**src/rtl/prbs_pkg.sv**
```systemverilog
// Shared definitions for the PRBS test controller: FSM state encoding and
// default sizing of the reset hold and cycle/timeout counters.
package prbs_pkg;

  localparam int unsigned RST_CYCLES_DEF = 2;
  localparam int unsigned TO_W_DEF       = 16;

  typedef enum logic [1:0] {
    ST_IDLE     = 2'd0,
    ST_RESET_DP = 2'd1,
    ST_RUN      = 2'd2,
    ST_DONE     = 2'd3
  } state_e;

endpackage

```
**src/rtl/prbs_test_ctrl.sv**
```systemverilog
// Sequences one PRBS pattern-detection run: resets the datapath, counts RUN
// cycles until detection, timeout or abort, and reports a held pass/fail.
module prbs_test_ctrl
  import prbs_pkg::*;
#(
  parameter int unsigned RST_CYCLES = RST_CYCLES_DEF,
  parameter int unsigned TO_W       = TO_W_DEF
) (
  input  logic            clk,
  input  logic            rst,
  input  logic            start,
  input  logic            abort,
  input  logic [31:0]     cfg_pattern,
  input  logic [3:0]      cfg_n,
  input  logic [TO_W-1:0] cfg_timeout,
  input  logic            dp_detected,
  output logic            dp_rst,
  output logic [31:0]     dp_pattern,
  output logic [3:0]      dp_n,
  output logic            busy,
  output logic            done,
  output logic            pass,
  output logic            fail,
  output logic [TO_W-1:0] cycle_cnt
);

  localparam logic [3:0] RST_LAST = 4'(RST_CYCLES - 1);

  state_e          state_q;
  logic [3:0]      rst_cnt_q;
  logic [TO_W-1:0] timeout_q;
  logic [TO_W-1:0] cycle_cnt_q;
  logic [TO_W-1:0] cycle_inc_d;
  logic [31:0]     dp_pattern_q;
  logic [3:0]      dp_n_q;
  logic            dp_rst_q;
  logic            busy_q;
  logic            done_q;
  logic            pass_q;
  logic            fail_q;

  // Saturating increment so a huge timeout cannot wrap the counter.
  assign cycle_inc_d = (&cycle_cnt_q) ? cycle_cnt_q
                                      : cycle_cnt_q + {{(TO_W-1){1'b0}}, 1'b1};

  // Run sequencer with all outputs registered.
  always_ff @(posedge clk or posedge rst) begin
    if (rst) begin
      state_q      <= ST_IDLE;
      rst_cnt_q    <= 4'd0;
      timeout_q    <= {TO_W{1'b0}};
      cycle_cnt_q  <= {TO_W{1'b0}};
      dp_pattern_q <= 32'd0;
      dp_n_q       <= 4'd0;
      dp_rst_q     <= 1'b1;
      busy_q       <= 1'b0;
      done_q       <= 1'b0;
      pass_q       <= 1'b0;
      fail_q       <= 1'b0;
    end else begin
      done_q <= 1'b0;
      case (state_q)
        ST_IDLE: begin
          if (start) begin
            dp_pattern_q <= cfg_pattern;
            dp_n_q       <= cfg_n;
            timeout_q    <= cfg_timeout;
            cycle_cnt_q  <= {TO_W{1'b0}};
            rst_cnt_q    <= 4'd0;
            pass_q       <= 1'b0;
            // A run that can never succeed finishes at once without touching the datapath.
            if ((cfg_n == 4'd0) || (cfg_timeout == {TO_W{1'b0}})) begin
              state_q  <= ST_DONE;
              fail_q   <= 1'b1;
              done_q   <= 1'b1;
              dp_rst_q <= 1'b0;
              busy_q   <= 1'b0;
            end else begin
              state_q  <= ST_RESET_DP;
              fail_q   <= 1'b0;
              dp_rst_q <= 1'b1;
              busy_q   <= 1'b1;
            end
          end else begin
            dp_rst_q <= 1'b0;
            busy_q   <= 1'b0;
          end
        end
        ST_RESET_DP: begin
          if (abort) begin
            state_q  <= ST_DONE;
            fail_q   <= 1'b1;
            done_q   <= 1'b1;
            dp_rst_q <= 1'b0;
            busy_q   <= 1'b0;
          end else if (rst_cnt_q == RST_LAST) begin
            state_q  <= ST_RUN;
            dp_rst_q <= 1'b0;
          end else begin
            rst_cnt_q <= rst_cnt_q + 4'd1;
          end
        end
        ST_RUN: begin
          cycle_cnt_q <= cycle_inc_d;
          // Priority: abort, then detection, then timeout.
          if (abort) begin
            state_q <= ST_DONE;
            fail_q  <= 1'b1;
            done_q  <= 1'b1;
            busy_q  <= 1'b0;
          end else if (dp_detected) begin
            state_q <= ST_DONE;
            pass_q  <= 1'b1;
            done_q  <= 1'b1;
            busy_q  <= 1'b0;
          end else if (cycle_inc_d >= timeout_q) begin
            state_q <= ST_DONE;
            fail_q  <= 1'b1;
            done_q  <= 1'b1;
            busy_q  <= 1'b0;
          end else begin
            state_q <= ST_RUN;
          end
        end
        ST_DONE: begin
          state_q <= ST_IDLE;
        end
        default: begin
          state_q  <= ST_IDLE;
          dp_rst_q <= 1'b0;
          busy_q   <= 1'b0;
        end
      endcase
    end
  end

  assign dp_rst     = dp_rst_q;
  assign dp_pattern = dp_pattern_q;
  assign dp_n       = dp_n_q;
  assign busy       = busy_q;
  assign done       = done_q;
  assign pass       = pass_q;
  assign fail       = fail_q;
  assign cycle_cnt  = cycle_cnt_q;

endmodule

```
**config.mk**
```make
export PLATFORM = sky130hd
export DESIGN_NAME = prbs_test_ctrl
export DESIGN_NICKNAME = d
export VERILOG_FILES = /design/src/rtl/prbs_pkg.sv /design/src/rtl/prbs_test_ctrl.sv
export SDC_FILE = /design/constraint.sdc
export NUM_CORES = 1
export LEC_CHECK = 0
export CAP_MARGIN = 10
export CORE_MARGIN = 3
export CORE_UTILIZATION = 23
export DETAILED_ROUTE_END_ITERATION = 8
export PLACE_DENSITY_LB_ADDON = 0.08
export REMOVE_ABC_BUFFERS = 1
export SYNTH_ARGS = -nofsm -noshare
export SYNTH_HDL_FRONTEND = slang
export SYNTH_SLANG_ARGS = --single-unit
```
**constraint.sdc**
```tcl
create_clock -name clk -period 5.92 [get_ports clk]
set_clock_uncertainty 0.05 [all_clocks]
set_input_delay 1.184 -clock clk [delete_from_list [all_inputs] [get_ports clk]]
set_output_delay 1.184 -clock clk [all_outputs]
set_load 0.02 [all_outputs]
```
Word-level counts from Yosys, hierarchy flattened
Cells that the tools add are included.

operators by class
  add/subtract/negate cells = 2
  magnitude comparators = 1
  eq/ne operators = 14
  multiplexer cells = 42
  reduce and logical (&&, ||, !) cells = 16

operator list
  kind                                                                    number
  16-bit two-way mux                                                      2
  16-bit one-hot mux with 2 select lines                                  1
  1-bit two-way mux                                                       25
  16-bit by 1-bit adder with 16-bit output (second input constant)        1
  16-bit >= comparator                                                    1
  16-bit logical NOT                                                      1
  16-bit AND reduction                                                    1
  4-bit two-way mux                                                       3
  2-bit != test (second input constant)                                   6
  3-bit != test (second input constant)                                   3
  1-bit one-hot mux with 3 select lines                                   3
  2-bit two-way mux                                                       4
  2-bit one-hot mux with 4 select lines                                   1
  4-bit one-hot mux with 2 select lines                                   1
  2-bit AND reduction                                                     4
  4-bit AND reduction                                                     2
  5-bit AND reduction                                                     1
  4-bit by 1-bit adder with 4-bit output (second input constant)          1
  2-bit equality test (second input constant)                             2
  4-bit by 1-bit equality test with 1-bit output (second input constant)  1
  4-bit logical NOT                                                       1
  4-bit != test (second input constant)                                   1
  1-bit one-hot mux with 2 select lines                                   2
  2-bit nonzero test                                                      2
  other kinds (5)                                                         5

word-level totals
  input bits = 57
  register bits = 79
  logic and storage cells = 86

Depth between registers and ports, before layout
Gate-level depths: netlist (run 1).

  depth in word-level cells = 7
  gate-level depth with buffers = 15
  gate-level depth less buffers = 12

Worst setup path after synthesis (run 1)
OpenSTA, ideal clock, no wires.

  path kind = register to register
  start point = reg cycle_cnt_q[2] (netlist: cycle_cnt[2])
  end point = reg busy_q (netlist: busy)
  library setup time = 0.125 ns
  arrival = 3.060 ns
  clock period less this slack = 3.234 ns
  slack = 2.686 ns
  cell stages (with the launch flop) = 16
  path through = dfrtp_1 -> buf_2 -> and4_1 -> buf_6 -> nand4_4 -> nand2b_4 -> buf_6 -> and3_4 -> xor2_1 -> ha_1 -> a211oi_1 -> o21ai_1 -> a41oi_1 -> a2111oi_2 -> o41ai_2 -> mux2_2

on the way
  cells in the longest elaborated chain, start to end = 5
  elaborated cells on any way between the ends = 6
  classes of those cells = add/sub: 1; order compare: 1; eq/ne: 1; mux: 1; reduce/logical: 2

RTL lines
  element                                                                                  line                                        RTL
  start, declared                                                                          prbs_test_ctrl.sv:32                        logic [TO_W-1:0] cycle_cnt_q;
  start signal, assigned                                                                   prbs_test_ctrl.sv:52                        cycle_cnt_q <= {TO_W{1'b0}};
  start signal, assigned                                                                   prbs_test_ctrl.sv:68                        cycle_cnt_q <= {TO_W{1'b0}};
  start signal, assigned                                                                   prbs_test_ctrl.sv:104                       cycle_cnt_q <= cycle_inc_d;
  16-bit by 1-bit adder with 16-bit output / 16-bit AND reduction (equally long branches)  prbs_test_ctrl.sv:44, prbs_test_ctrl.sv:43
  16-bit two-way mux (*)                                                                   prbs_test_ctrl.sv:43                        assign cycle_inc_d = (&cycle_cnt_q) ? cycle_cnt_q
  16-bit >= comparator (*)                                                                 prbs_test_ctrl.sv:116                       end else if (cycle_inc_d >= timeout_q) begin
  4-bit != test (no source line) (*)                                                       -
  3-bit AND reduction (no source line) (*)                                                 -
  end signal, assigned                                                                     prbs_test_ctrl.sv:56                        busy_q <= 1'b0;
  end signal, assigned                                                                     prbs_test_ctrl.sv:115                       busy_q <= 1'b0;
  end signal, assigned                                                                     prbs_test_ctrl.sv:120                       busy_q <= 1'b0;
  end, declared                                                                            prbs_test_ctrl.sv:37                        logic busy_q;

Mark *: on every way between the ends. The rest lies on a longest branch, timed or not.
A chain may end at the register's enable or synchronous reset.

Final worst setup path (run 1)
Same ends and word-level chain as after synthesis.

==> results of run 1 <==
synthesized netlist by cell type (2+ instances only):
master / number / area (um^2)
o21ai_1: 2 / 10.01
a31oi_1: 5 / 31.28
nor4_1: 5 / 31.28
mux2i_1: 3 / 30.03
and4_1: 2 / 17.52
and3_1: 3 / 18.77
ha_1: 23 / 287.8
xor2_1: 7 / 61.31
nand4_1: 7 / 43.79
a21oi_1: 21 / 105.1
xnor2_1: 5 / 43.79
clkbuf_1: 5 / 18.77
o31ai_1: 7 / 52.55
buf_6: 2 / 22.52
dfrtp_1: 78 / 1952
o21ai_0: 16 / 80.08
and2_1: 2 / 12.51
buf_2: 8 / 40.04
nor2b_1: 3 / 18.77
nand2_1: 34 / 127.6
inv_1: 25 / 93.84
a211oi_1: 2 / 15.01
mux2_2: 53 / 596.8
a22o_1: 5 / 43.79
o211ai_1: 4 / 30.03
o21a_1: 2 / 15.01
nand3_1: 12 / 60.06
nor3_1: 4 / 20.02
o22ai_1: 2 / 12.51
nor2_1: 25 / 93.84
area by class of cell:
class                      instances  area share
clock inverter                     6     0.01179
sequential                        79      0.3390
multi-input combinational        269      0.3473
timing repair buffer             115      0.1964
clock buffer                      10     0.04095
tap                              225     0.04824
inverter                          25     0.01630
logic make-up (layout without fill, tap and decap cells):
group / count (synthesis) / count (layout) / synth area share
flops: 79 / 79 / 0.4735
compound gates: 74 / 74 / 0.1144
xor+xnor: 12 / 12 / 0.02516
mux: 56 / 56 / 0.1500
fa+ha+maj: 23 / 23 / 0.06888
buf+inv: 40 / 156 / 0.04193
simple gates: 104 / 104 / 0.1261
power by group:
group / switching [W] / total (W) / internal, W
Clock: 0.000239 / 0.000580 / 0.000341
Combinational: 0.000653 / 0.00128 / 0.000622
Sequential: 0.000130 / 0.000892 / 0.000762
Total: 0.00102 / 0.00275 / 0.00172
through the flow:
step / power [W] / util
3_5_place_dp: 0.002198 / 0.3152
5_1_grt: 0.002948 / 0.3328
4_1_cts: 0.002800 / 0.3328
3_3_place_gp: 0.002182 / 0.3152
6_report: 0.002747 / 0.3328
2_1_floorplan: 0.001664 / -
metal layers:
metal  share of wire  routed length (um)
met4           0.017                 191
met2            0.44                5022
met1            0.43                4946
met3            0.11                1236
met5               0                   0
layout by cell type (no fill, tap or decap), types with 7 or more instances in the layout:
master and instances:
mux2_2 53, nand2_1 33, nor2_1 25, o31ai_1 7, nand3_1 12, dfrtp_1 78, xor2_1 7, clkdlybuf4s50_1 113
inv_1 24, ha_1 23, clkbuf_16 9, nand4_1 7, a21oi_1 21, o21ai_0 16
worst max-delay path by stage:
stage                     cells after the start    startpoint       endpoint  slack, ns
final                                        12  cycle_cnt[2]           busy       2.50
after global routing                         12  cycle_cnt[2]           busy       2.24
after CTS                                    12  cycle_cnt[2]           busy       2.47
after detailed placement                      6         start  cycle_cnt[11]       2.34
after global placement                        6         start   cycle_cnt[5]       2.42
after floorplan                               5         start   cycle_cnt[2]       2.52
flip-flops by register name, summed over array words and instances (netlist names):
| signal | count |
|---|---|
| dp_rst | 1 |
| busy | 1 |
| fail | 1 |
| dp_pattern | 32 |
| dp_n | 4 |
| rst_cnt_q | 4 |
| timeout_q | 16 |
| pass | 1 |
| done | 1 |
| cycle_cnt | 16 |
| state_q | 2 |
critical path: stages (launching register included):
cell	delay [ns]
dfrtp_1	0.52
and4_1	0.42
nand4_4	0.17
nor2_1	0.25
nor3_1	0.11
xor2_1	0.16
ha_1	0.30
a211oi_1	0.20
o211ai_1	0.11
a41oi_1	0.24
a2111oi_2	0.10
o41ai_2	0.30
mux2_2	0.36
==> summary.txt, run 1 <==
Setup path
  • Crit path launch type: flip-flop
  • Worst r2r src: cycle_cnt[2]
  • Worst Setup Path Type: flip-flop to flip-flop
  • Crit Path Max Fanout: 9
  • R2R Setup Slk: 2.50 ns
  • Crit Reg-Reg Endpoint: busy
  • WP data arrival: 3.59 ns
  • Required @ worst endpoint: ~6.1 ns
  • Crit. End Element: flip-flop
  • R2r worst-path depth: 12

Clock network
  • Cts repair resizes: 0
  • Buffers from clock root to sink, at most: 2
  • Num CTS Buffers: 9
  • Clk_lat worst skew: 0.34 ns
  • H-tree Lvls: 3
  • CTS Sinks: 79
  • Clock slew at reported path FFs: 0.07 ns
  • Root buffer selected by CTS: clkbuf_16
  • Hold buffer count at CTS: 0
  • CTS tree: built
  • # Post-CTS Setup Buffers: 0

Global routing
  • First-pass GRT wire length: around 18 mm
  • Gr busiest metal: met2
  • Vias in the first global route: 3,474
  • Pin count of the biggest net entering global routing: 80
  • Initial antenna violation count: 0
  • M3 GR Usage: 0.05529
  • GR Layer Usage met1: 0.1424
  • Gr usage total: 0.1161
  • Grt total ovfl: 0
  • GR Util met2: 0.1772

Timing
  • RSZ-0062 raised after global routing: false
  • Fin crit share: 0.5773
  • Slew @ Worst Pin: 1.054 ns
  • Setup ws final: 2.502 ns
  • Slew headroom: 0.2976
  • Setup TNS: 0 ns
  • Slew Limit Fails: 0
  • Max Freq: 292.6 MHz
  • Hold Fails Final Rpt: 0
  • Final min period: 3.418 ns
  • Worst hold slack: around 0.45 ns
  • Setup-failing EPs final: 0

Drt
  • Routed Antenna Nets: 0
  • Vias per Instance: 4.550
  • First-pass detailed-route iteration total: 4
  • Initial DRC count: 137
  • Wire per inst: 15.63 um
  • Total wire length: 11.40 mm
  • DRC: 0
  • Via Count: 3,317

Final layout
  • Area occupied by multi-input gates: 2027 um^2
  • Fin cells: 729
  • Nets@finish: 579
  • Area Growth Syn to Fin: 39.68%
  • # fillers: 1,812
  • Finished Cell Area: 5836 um^2
  • Share of layout cells above drive strength 1: 0.1607
  • Diodes inserted: 0
  • Register area: 1978 um^2

Synthesis
  • Ys flop type: dfrtp_1
  • Yosys reg bits: 79
  • Synth Cell Area: 4178 um^2
  • Synth Instances: 388
  • Seq/Total Area, Yosys: 0.4735
  • Synth Area per Inst: 10.77 um^2
  • Post-synth EDFFs: 0
  • Unique masters post-synth: 46
  • Synth Warn #: 0
  • Async SR Flop Fraction: 1.000

Power and ir drop
  • Static Leak: 2.511 nW
  • Worst vdd ir: about 0.00022 V
  • Pwr Density: 470.8 nW/um^2

Placement
  • Buffers on Ports: about 110
  • Placement Cell Area: 5528 um^2
  • RD Place Congestion: 0.7966
  • Pre-CTS WS: 2.341 ns
  • Placed Cells: around 700
  • DP Wirelength: 8.379 mm

Run status
  • Outcome: finished clean

Die
  • Site Rows: 48
  • # IOs: roughly 110
  • Chip Height: 140.8 um
  • Initial Util: 0.2382
  • Die area: slightly below 20,000 um^2
  • Core Region: around 18,000 um^2
  • Chip width: 140.8 um

Min path
  • Hold Crit Endpoint: dp_pattern[5]
  • Worst hold start: dp_pattern[5]
  • Hold WC Path Type: flip-flop to flip-flop
  • Hold Crit Depth: 1

Job
  • Max Cap Viol: 0
Note: power is estimated with default switching activity, not from simulation.
==> run 2: changes to the inputs <==
==> constraint.sdc (replaced) <==
create_clock -name clk -period 3.1 [get_ports clk]
set_clock_uncertainty 0.05 [all_clocks]
set_input_delay 0.62 -clock clk [delete_from_list [all_inputs] [get_ports clk]]
set_output_delay 0.62 -clock clk [all_outputs]
set_load 0.02 [all_outputs]
==> run 2 against run 1 <==
Global-route usage is 0.54 points higher; clock-buffer cell count up 1; non-clock buffer count increased by 30; critical path depth unchanged; combinational power increased by 100%; highest routed layer unchanged; clock power up 95%; final cell count up 4.1%; hold slack better by 0.0024 ns; sequential power up 88%; register-to-register slack got worse by 2.4 ns; critical endpoint unchanged; maximum frequency up 16%.
==> summary.txt, run 2 (synthesis gave the netlist of run 1 again) <==
Clock network
  • Clk_lat worst skew: 0.35 ns
  • CTS tree: built
  • H-tree Lvls: 3
  • CTS Sinks: 79
  • Num CTS Buffers: 9
  • Hold buffer count at CTS: 0
  • Root buffer selected by CTS: clkbuf_16
  • Buffers from clock root to sink, at most: 2
  • Clock slew at reported path FFs: around 0.06 ns

Global routing
  • First-pass GRT wire length: around 19 mm
  • Pin count of the biggest net entering global routing: 56
  • Vias in the first global route: approximately 3,600
  • Grt total ovfl: 0
  • Gr usage total: 0.1215
  • Initial antenna violation count: 0

Die
  • Core Region: 17,540 um^2
  • Site Rows: 48
  • Chip Height: 140.8 um
  • Chip width: 140.8 um
  • Die area: roughly 20,000 um^2
  • # IOs: 114
  • Initial Util: 0.2382

Timing
  • Final min period: between 2 and 3 ns
  • Setup TNS: 0 ns
  • Fin crit share: 0.9546
  • Slew @ Worst Pin: ~0.97 ns
  • Slew Limit Fails: 0
  • Setup-failing EPs final: 0
  • Slew headroom: 0.3454
  • Max Freq: approximately 340 MHz
  • Hold Fails Final Rpt: 0

Final layout
  • Area Growth Syn to Fin: 48.25%
  • Fin cells: around 760
  • Share of layout cells above drive strength 1: 0.2378
  • Diodes inserted: 0
  • # fillers: 1,767
  • Max FFs per register: 32
  • Finished Cell Area: between 6000 and 7000 um^2
  • Most common cell after layout, fill and taps aside: clkdlybuf4s50_1
  • Most frequent cells in the layout: clkdlybuf4s50_1 (113), dfrtp_1 (78), mux2_2 (53)
  • Nets@finish: between 600 and 700

Drt
  • Initial DRC count: 154
  • Total wire length: 11.74 mm
  • Via Count: between 3,000 and 4,000
  • First-pass detailed-route iteration total: 4
  • DRC: 0
  • Routed Antenna Nets: 0
  • Vias per Instance: 4.543
  • Wire per inst: 15.46 um

Setup path
  • Crit Path Max Fanout: 6
  • R2R Setup Slk: between 0.1 and 0.15 ns
  • CP cell instances: buf_6, and2_4, nand4_1, xnor2_1, nand2_1, ha_4, a21oi_1, nor2b_1, o21ai_1, o211ai_1, o41ai_2, mux2_2
  • R2r worst-path depth: 12
  • Required @ worst endpoint: 3.28 ns
  • Delay-heaviest family, CP: compound AO/OA/AOI/OAI gates
  • Crit path from: cycle_cnt[0]
  • WP data arrival: 3.14 ns
  • CP max-delay cell: dfrtp_1
  • CP peak stage delay: ~0.41 ns
  • WP buf/inv: 1
  • Crit path launch type: flip-flop
  • Crit. End Element: flip-flop
  • Crit Reg-Reg Endpoint: busy
  • Worst Setup Path Type: flip-flop to flip-flop
  • Worst r2r src: cycle_cnt[0]

Power and ir drop
  • Worst vdd ir: 0.0004133 V
  • Pwr Density: approximately 870 nW/um^2
  • Static Leak: 2.700 nW
  • Power Total: 0.005406 W

Min path
  • Hold Crit Endpoint: timeout_q[7]
  • Hold Crit Depth: 1
  • Hold WC Path Type: flip-flop to flip-flop
  • Worst hold start: timeout_q[7]

Placement
  • DP Wirelength: 8.989 mm
  • Placed Cells: 742
  • Placement Cell Area: 5771 um^2
  • Buffers on Ports: 113
  • RD Place Congestion: 0.8963

Job
  • Max Cap Viol: 0

Run status
  • Outcome: finished clean
[run 2: cell count changes in the layout (fill, tap and decap cells not counted), sizes merged]
| cell | previous run | this run |
|---|---|---|
| clkbuf | 10 | 11 |
| buf | 2 | 32 |
| clkinv | 4 | 2 |
| inv | 25 | 26 |
[run 2: cell type report]
| type | instances | area, um^2 | share of cell area |
|---|---|---|---|
| clock buffer | 11 | 252.7 | 0.04081 |
| clock inverter | 5 | 63.81 | 0.01030 |
| inverter | 25 | 95.09 | 0.01535 |
| multi-input combinational | 269 | 2122 | 0.3426 |
| sequential | 79 | 1978 | 0.3194 |
| tap | 225 | 281.5 | 0.04545 |
| timing repair buffer | 145 | 1400 | 0.2261 |
[run 2: timing repair]
item	CTS	global route
endpoints found under the setup margin	1	4
resized for setup	1	23
setup buffers	0	1
pin swaps	0	11
[run 2: through the flow]
| stage | setup slack (ns) | hold slack (ns) | utilization |
|---|---|---|---|
| floorplan | -0.05607 | 0.4296 | - |
| global placement | 0.07823 | 0.4368 | 0.3291 |
| detailed placement | 0.002405 | 0.4415 | 0.3291 |
| CTS | 0.008137 | 0.4590 | 0.3472 |
| global route | -0.01625 | 0.4671 | 0.3532 |
| finish | 0.1409 | 0.4553 | 0.3532 |
[run 2: routing by layer]
layer  global-route usage  vias to the layer above  share of wire
met1               0.1519                     1667           0.45
li1                     -                     1668              -
met4              0.05303                        0          0.022
met5                    0                        -              0
met3              0.04817                       17          0.085
met2               0.1857                       96           0.45
[run 2: worst max path at each step]
stage | to | slack, ns | cells after the start
2_1_floorplan | busy | -0.06 | 12
3_3_place_gp | busy | 0.08 | 11
3_5_place_dp | busy | 0.002 | 12
4_1_cts | busy | 0.008 | 12
5_1_grt | busy | -0.02 | 11
6_report | busy | 0.14 | 12
[run 2: power breakdown]
part / switching [W] / leakage (nW) / internal (W)
Sequential: 0.000227 / 0.975 / 0.00146
Combinational: 0.00130 / 1.57 / 0.00129
Clock: 0.000454 / 0.153 / 0.000675
==> run 3: changes to the inputs <==
--- a/config.mk
+++ b/config.mk
@@ -6,11 +6,11 @@
 export NUM_CORES = 1
 export LEC_CHECK = 0
 export CAP_MARGIN = 10
+export CORE_ASPECT_RATIO = 1.2
 export CORE_MARGIN = 3
 export CORE_UTILIZATION = 23
 export DETAILED_ROUTE_END_ITERATION = 8
 export PLACE_DENSITY_LB_ADDON = 0.08
-export REMOVE_ABC_BUFFERS = 1
 export SYNTH_ARGS = -nofsm -noshare
 export SYNTH_HDL_FRONTEND = slang
 export SYNTH_SLANG_ARGS = --single-unit
==> run 3 against run 2 <==
Clock power down 4%; worst setup slack improved by 0.0074 ns; final cell count decreased by 0.40%; core utilization shrank 0.43 points; global-route usage grew 0.061 points; non-clock buffer count increased by 2; sequential power is essentially flat; critical path type unchanged; critical path depth grew 1; largest cell class unchanged; maximum frequency up 0.25%; register-to-register slack barely moved.
==> summary.txt, run 3 (synthesis gave the netlist of run 1 again) <==
Setup path
  • Worst Setup Path Type: flip-flop to flip-flop
  • Crit. End Element: flip-flop
  • Crit Path Max Fanout: 5
  • Crit path launch type: flip-flop
  • Required @ worst endpoint: about 3.3 ns
  • R2R Setup Slk: 0.15 ns
  • WP data arrival: 3.13 ns

Drt
  • Routed Antenna Nets: 0
  • Metal3 WL: 967 um
  • Via Count: approximately 3,400
  • Total wire length: 11.81 mm
  • Highest metal used: met4
  • DRC: 0
  • Wire per inst: 15.63 um
  • M1 wire length: 5.064 mm
  • Initial DRC count: 149
  • First-pass detailed-route iteration total: 4
  • Vias per Instance: 4.520
  • Met2 wire length: 5.477 mm

Final layout
  • Finished Cell Area: between 6000 and 7000 um^2
  • Area Growth Syn to Fin: 47.29%
  • Max FFs per register: 32
  • Diodes inserted: 0
  • Register area: 1983 um^2
  • Area occupied by multi-input gates: 2105 um^2
  • Most common cell after layout, fill and taps aside: clkdlybuf4s50_1
  • # fillers: 1,793
  • Nets@finish: 611
  • Most frequent cells in the layout: clkdlybuf4s50_1 (113), dfrtp_1 (74), mux2_2 (53)
  • Share of layout cells above drive strength 1: 0.2425

Clock network
  • Root buffer selected by CTS: clkbuf_16
  • Num CTS Buffers: 9
  • Clk_lat worst skew: ~0.34 ns
  • H-tree Lvls: 3
  • Buffers from clock root to sink, at most: 2
  • Clock slew at reported path FFs: 0.06 ns
  • Hold buffer count at CTS: 0
  • CTS Sinks: 79
  • CTS tree: built

Global routing
  • Initial antenna violation count: 0
  • Pin count of the biggest net entering global routing: 56
  • First-pass GRT wire length: 18.89 mm
  • Gr usage total: 0.1221
  • Grt total ovfl: 0
  • Vias in the first global route: 3,575

Die
  • Core Region: approximately 18,000 um^2
  • Chip Height: 153.6 um
  • Initial Util: 0.2368
  • # IOs: roughly 110
  • Site Rows: 53
  • Chip width: around 130 um
  • Die area: roughly 20,000 um^2

Timing
  • Slew @ Worst Pin: 1.018 ns
  • Slew headroom: 0.3125
  • Fin crit share: 0.9522
  • Max Freq: 338.8 MHz
  • Hold Fails Final Rpt: 0
  • Slew Limit Fails: 0
  • Setup-failing EPs final: 0
  • Final min period: roughly 3.0 ns
  • Setup ws final: approximately 0.15 ns

Run status
  • Outcome: finished clean

Power and ir drop
  • Power Total: 0.005349 W
  • Worst vdd ir: slightly above 0.0004 V
  • Pwr Density: just under 900 nW/um^2
  • Static Leak: between 2 and 3 nW

Placement
  • RD Place Congestion: 0.8183
  • Buffers on Ports: 113
  • Placement Cell Area: between 5000 and 6000 um^2
  • DP Wirelength: around 9 mm
  • Pre-CTS WS: -0.04809 ns

Job
  • Max Cap Viol: 0

Min path
  • Hold WC Path Type: flip-flop to flip-flop

Synthesis
  • Post-Syn Nets: 468
## run 3: cell count changes in the layout (fill, tap and decap cells not counted), moves of 2 or more
cell,delta
buf_4,+4
dfrtp_1,-4
dfrtp_2,+4
clkbuf_8,-2
ha_4,-2
nand2_1,+2
nand2_2,-2
o31ai_1,-2
## run 3: critical path, cell delays in order (launching register included)
cell       delay (ns)
dfrtp_1          0.37
and3_2           0.27
nand4_4          0.12
nor2_2           0.06
nor3_2           0.24
xor2_1           0.24
ha_1             0.29
buf_4            0.14
nand2_1          0.06
o211ai_1         0.11
a41oi_2          0.24
a2111oi_4        0.07
o41ai_2          0.22
mux2_2           0.37
## run 3: final timing paths
kind                            cells after the start        endpoint     startpoint
min in group asynchronous                           2  dp_pattern[22]            rst
worst min register to register                      1   dp_pattern[3]  dp_pattern[3]
worst min-delay path                                1   dp_pattern[3]  dp_pattern[3]
worst max-delay path                               13            busy   cycle_cnt[7]
worst max register to register                     13            busy   cycle_cnt[7]
max in group asynchronous                           3    cycle_cnt[2]            rst
## run 3: through the flow
step | setup TNS [ns] | util | hold WS [ns] | std cells
detailed placement | -0.05554 | 0.3256 | 0.4426 | 735
finish | 0 | 0.3488 | 0.4549 | 756
floorplan | 0 | - | 0.4294 | 388
global route | -0.008821 | 0.3488 | 0.4621 | 756
CTS | 0 | 0.3429 | 0.4580 | 751
global placement | 0 | 0.3256 | 0.4372 | 735
## run 3: area by class of cell
type                       count  share of cell area
sequential                    79              0.3223
clock inverter                 6             0.01098
inverter                      25             0.01545
multi-input combinational    269              0.3420
tap                          220             0.04473
clock buffer                  10             0.03721
timing repair buffer         147              0.2273
## run 3: per-layer routing
metal | up-vias | track usage
li1 | 1670 | -
met1 | 1624 | 0.1498
met2 | 108 | 0.1865
met3 | 15 | 0.04517
met4 | 0 | 0.06253
met5 | - | 0
## run 3: what timing repair did
| action | CTS | global route |
|---|---|---|
| pin swaps | 0 | 8 |
| cloned | 0 | 0 |
| setup endpoints to repair | 3 | 4 |
| gates resized for setup | 2 | 17 |
| setup buffers | 0 | 5 |
## run 3: power breakdown
group	internal (W)	leakage (nW)	switching, W
Clock	0.000629	0.139	0.000454
Combinational	0.00128	1.57	0.00130
Sequential	0.00146	0.968	0.000229
